**src/rtl/button_cont_pkg.sv**
```systemverilog
// Shared constants for the push-button controller: register map and bus width.
package button_cont_pkg;

   localparam int BTN_BUS_W = 16;

   localparam logic [1:0] BTN_ADDR_STATE = 2'd0;
   localparam logic [1:0] BTN_ADDR_EVENT = 2'd1;
   localparam logic [1:0] BTN_ADDR_IRQEN = 2'd2;
   localparam logic [1:0] BTN_ADDR_RAW   = 2'd3;

endpackage

```
**src/rtl/button_cont_debounce.sv**
```systemverilog
// One button lane: two-flop synchronizer followed by a hold-time debouncer.
module btn_debounce #(
   parameter int DEBOUNCE_CYC = 50000,
   parameter int CNT_W        = 16
) (
   input  logic clk_i,
   input  logic rst_n_i,
   input  logic btn_i,
   output logic sync_o,
   output logic stable_o
);

   localparam logic [CNT_W-1:0] CNT_LAST = CNT_W'(DEBOUNCE_CYC - 1);

   logic             meta_q;
   logic             sync_q;
   logic             stable_q;
   logic             stable_d;
   logic [CNT_W-1:0] cnt_q;
   logic [CNT_W-1:0] cnt_d;

   // Any cycle where the synchronized level matches the accepted state restarts the count.
   always_comb begin
      stable_d = stable_q;
      cnt_d    = '0;
      if (sync_q != stable_q) begin
         if (cnt_q == CNT_LAST) begin
            stable_d = sync_q;
         end else begin
            cnt_d = cnt_q + CNT_W'(1);
         end
      end
   end

   always_ff @(posedge clk_i) begin
      if (!rst_n_i) begin
         meta_q   <= 1'b0;
         sync_q   <= 1'b0;
         stable_q <= 1'b0;
         cnt_q    <= '0;
      end else begin
         meta_q   <= btn_i;
         sync_q   <= meta_q;
         stable_q <= stable_d;
         cnt_q    <= cnt_d;
      end
   end

   assign sync_o   = sync_q;
   assign stable_o = stable_q;

endmodule

```
**src/rtl/button_cont.sv**
```systemverilog
// CPU-readable push-button controller: debounced state, sticky press flags,
// per-button interrupt enables and a registered level interrupt.
module button_cont
   import button_cont_pkg::*;
#(
   parameter int NUM_BTN      = 3,
   parameter int DEBOUNCE_CYC = 50000,
   parameter int CNT_W        = 16
) (
   input  logic                 Clk,
   input  logic                 Reset,
   input  logic [1:0]           Addr,
   output logic [BTN_BUS_W-1:0] DataRd,
   input  logic [BTN_BUS_W-1:0] DataWr,
   input  logic                 En,
   input  logic                 Rd,
   input  logic                 Wr,
   input  logic [NUM_BTN-1:0]   Btn,
   output logic                 Irq
);

   logic [NUM_BTN-1:0]   sync;
   logic [NUM_BTN-1:0]   state;
   logic [NUM_BTN-1:0]   state_prev_q;
   logic [NUM_BTN-1:0]   event_q;
   logic [NUM_BTN-1:0]   event_d;
   logic [NUM_BTN-1:0]   irqen_q;
   logic [NUM_BTN-1:0]   irqen_d;
   logic [NUM_BTN-1:0]   clr_mask;
   logic                 irq_q;
   logic                 irq_d;
   logic                 wr_event;
   logic                 wr_irqen;
   logic [BTN_BUS_W-1:0] rd_data;
   logic                 unused_bus;

   // Reads have no side effects, so the strobe carries no information here.
   assign unused_bus = ^{Rd, DataWr};

   for (genvar g = 0; g < NUM_BTN; g++) begin : g_btn
      btn_debounce #(
         .DEBOUNCE_CYC (DEBOUNCE_CYC),
         .CNT_W        (CNT_W)
      ) u_debounce (
         .clk_i    (Clk),
         .rst_n_i  (Reset),
         .btn_i    (Btn[g]),
         .sync_o   (sync[g]),
         .stable_o (state[g])
      );
   end

   assign wr_event = Wr & En & (Addr == BTN_ADDR_EVENT);
   assign wr_irqen = Wr & En & (Addr == BTN_ADDR_IRQEN);
   assign clr_mask = wr_event ? DataWr[NUM_BTN-1:0] : '0;

   // A fresh press is OR-ed in after the clear so a coincident W1C never drops it.
   always_comb begin
      event_d = (event_q & ~clr_mask) | (state & ~state_prev_q);
      irqen_d = wr_irqen ? DataWr[NUM_BTN-1:0] : irqen_q;
      irq_d   = |(event_q & irqen_q);
   end

   always_ff @(posedge Clk) begin
      if (!Reset) begin
         state_prev_q <= '0;
         event_q      <= '0;
         irqen_q      <= '0;
         irq_q        <= 1'b0;
      end else begin
         state_prev_q <= state;
         event_q      <= event_d;
         irqen_q      <= irqen_d;
         irq_q        <= irq_d;
      end
   end

   always_comb begin
      rd_data = '0;
      case (Addr)
         BTN_ADDR_STATE: rd_data[NUM_BTN-1:0] = state;
         BTN_ADDR_EVENT: rd_data[NUM_BTN-1:0] = event_q;
         BTN_ADDR_IRQEN: rd_data[NUM_BTN-1:0] = irqen_q;
         BTN_ADDR_RAW:   rd_data[NUM_BTN-1:0] = sync;
      endcase
   end

   assign DataRd = rd_data;
   assign Irq    = irq_q;

endmodule

```
**config.mk**
```make
export PLATFORM = sky130hd
export DESIGN_NAME = button_cont
export DESIGN_NICKNAME = d
export VERILOG_FILES = /design/src/rtl/button_cont_pkg.sv /design/src/rtl/button_cont_debounce.sv /design/src/rtl/button_cont.sv
export SDC_FILE = /design/constraint.sdc
export NUM_CORES = 1
export LEC_CHECK = 0
export ABC_AREA = 1
export CORE_ASPECT_RATIO = 0.6
export CORE_MARGIN = 2
export CORE_UTILIZATION = 40
export DETAILED_ROUTE_END_ITERATION = 8
export PLACE_DENSITY = 0.66
export SLEW_MARGIN = 0
export SYNTH_ARGS = -nofsm -noshare
export SYNTH_HDL_FRONTEND = slang
export SYNTH_SLANG_ARGS = --single-unit
```
**constraint.sdc**
```tcl
create_clock -name Clk -period 1.7 [get_ports Clk]
set_input_delay 0.34 -clock Clk [delete_from_list [all_inputs] [get_ports Clk]]
set_output_delay 0.34 -clock Clk [all_outputs]
set_load 0.02 [all_outputs]
```
==> out/results.ini <==
[power_and_ir_drop]
power.density_nw_per_um2=873.3
cellLeakagePower_nw=1.393
p_total_mw=3.347
ir_drop_v=0.0006150

[worst_hold_path]
hold_class=flop to flop

[critical_path]
cpPeakStageDelay_ns=0.27
worstPathArrival_ns=1.27
crit_fanout=5
cp_cell_sequence=clkdlybuf4s15_1, inv_2, nand2_1, inv_1, nand2_1, nand4_1, clkdlybuf4s15_2
critPathTopFamily=buffers and inverters
slowest_stage=clkdlybuf4s15_2
end_kind=output pin
cp-start-kind=primary input
critPathBufInv=4
crit_required_ns=1.36
critical_path_class=primary input to output pin
critPathMostFrequentCell=nand2_1

[cells_and_area]
post-route-util=0.4805
antennaDiodeCount=0
fillerInstances=825
ff_latch_area_um2=1341
multi_input_area_um2=1682
final_cell_count_no_fill=615
area_growth_pct=15.19
drive_gt1_frac=0.1243
final_nets=532

[detailed_routing]
viasPerCell=4.610
drtPass1Iterations=4
drt_iter0_drc=165
dr_total_vias=2835
wl_mm=6.810
wl_per_cell_um=11.07
drc=0
ant_nets=0

[clock_tree]
ctsLongestPathBuffers=2
clock_latency_ns=0.33
root_buffer=clkbuf_16
numCtsBuffers=9
cts_sinks=67
htreeDepth=3
cts_tree=built
clkTransAtPathRegs_ns=0.05

[synth]
yosysTopAreaCellShare=0.4032
synth_area_leaders=dfxtp_1 (40%), nand2_1 (13%), nor2_1 (9.1%)
avgSynthCellArea_um2=6.989
ys_ff_latch=67
synthCells=476
synth_cell_types=27
yosys.area.top_type=dfxtp_1
yosys-top-cells-count=nand2_1 (115), nor2_1 (81), dfxtp_1 (67)
syn_area_um2=3327
ys_seq_area_frac=0.4032
yosysMostFrequentCell=nand2_1
synthFlopType=dfxtp_1
async_reset_ff_frac=0
synth_edf_count=0
yosysWarnings=0

[global_route]
antenna_found_initial=0
grt_pass1_vias=2569
grt_start_max_net_pins=17
track_usage=0.1669
grt_pass1_wl_mm=11.76
grt-ovfl-total=0

[timing]
fin_worst_skew_ns=0.005665
fin_crit_ns=1.611
timing.hold.ws_ns=0.4127
fin_crit_sh=0.9477
slew_viol_final=0
fmaxAchievable_mhz=620.7
finalSetupTns_ns=0
setup_violations=0
hold_violations=0
rsz0062_at_grt=false

[floorplanning]
dieArea_um2=9087
rows=25
io_pins=43
die_x_um=121.7
core_um2=7976
initial_core_util=0.4171
die_h_um=74.65

[status]
status=completed

[run]
cap_violations=0

[place]
io_buffer_count=15
dp_hpwl_mm=5.187
gp_congestion=0.8572
placedCellCount=600

-- metrics by stage --
| step | worst slack, ns | area [µm²] |
|---|---|---|
| 2_1_floorplan | 0.4055 | 3372 |
| 3_5_place_dp | -0.6161 | 3578 |
| 5_1_grt | 0.002902 | 3832 |
| 3_3_place_gp | -0.5459 | 3578 |
| 6_report | 0.08891 | 3832 |
| 4_1_cts | 0.009822 | 3841 |
-- logic make-up after synthesis --
| family | share of synthesized area |
|---|---|
| AO/OA/AOI/OAI | 0.05265 |
| XOR/XNOR | 0.05528 |
| adder cells (fa/ha/maj) | 0.01128 |
| buffers and inverters | 0.1064 |
| flip-flops | 0.4032 |
| other | 0.001127 |
| AND/OR/NAND/NOR | 0.3701 |
-- final timing paths --
| path | start | to | slack, ns | cells past startpoint |
|---|---|---|---|---|
| max | Addr[0] | DataRd[0] | 0.09 | 7 |
| min | g_btn[2].u_debounce.meta_q | g_btn[2].u_debounce.sync_o | 0.41 | 2 |
| max reg2reg | g_btn[0].u_debounce.cnt_q[0] | g_btn[0].u_debounce.cnt_q[8] | 0.28 | 6 |
| min reg2reg | g_btn[2].u_debounce.meta_q | g_btn[2].u_debounce.sync_o | 0.41 | 2 |
-- state kept, by name, summed over array words and instances (netlist names) --
register and count:
g_btn.u_debounce.cnt_q 48, irqen_q 3, event_q 3, Irq 1, g_btn.u_debounce.meta_q 3, g_btn.u_debounce.stable_o 3
g_btn.u_debounce.sync_o 3, state_prev_q 3
-- cells in the final DEF, fill, tap and decap left out, types with 4 or more instances in the layout --
cell / instances
a21oi_1: 19
buf_4: 6
clkbuf_16: 9
clkdlybuf4s50_1: 10
conb_1: 13
dfxtp_1: 67
inv_1: 53
nand2_1: 115
nand2_2: 4
nand3_1: 31
nand3_2: 5
nand4_1: 15
nor2_1: 79
nor2_2: 21
o21ai_0: 9
xnor2_1: 10
xor2_1: 11
-- power breakdown --
part | switching, mW | internal (mW) | leakage (nW)
logic | 0.0745 | 0.0446 | 0.726
clock network | 0.621 | 1.02 | 0.126
registers | 0.00825 | 1.58 | 0.541
-- what timing repair did --
action	CTS	global route
buffers inserted	0	0
hold buffers	0	0
resized for setup	14	5
setup endpoints to repair	3	2
-- routing by layer --
metal	routed length [µm]	track usage	vias up	part of all wire
li1	-	-	1516	-
met1	3846	0.2468	1244	0.56
met2	2415	0.2241	68	0.35
met3	462	0.05682	7	0.068
met4	85	0.05747	0	0.012
met5	0	0	-	0
-- final cells by class --
cell class / instances / area share
Multi-Input combinational cell: 347 / 0.4388
Sequential cell: 67 / 0.3500
Clock buffer: 13 / 0.06530
Inverter: 56 / 0.05485
Timing Repair Buffer: 22 / 0.05256
Tap cell: 108 / 0.03526
Clock inverter: 2 / 0.003265
-- worst register-to-register path: cells and delay by family (launching register included) --
family,cells,cell delay [ns]
flip-flops,1,0.35
AND/OR/NAND/NOR,5,0.75
adder cells (fa/ha/maj),1,0.21
No activity file was read; power rests on OpenSTA's default activity.
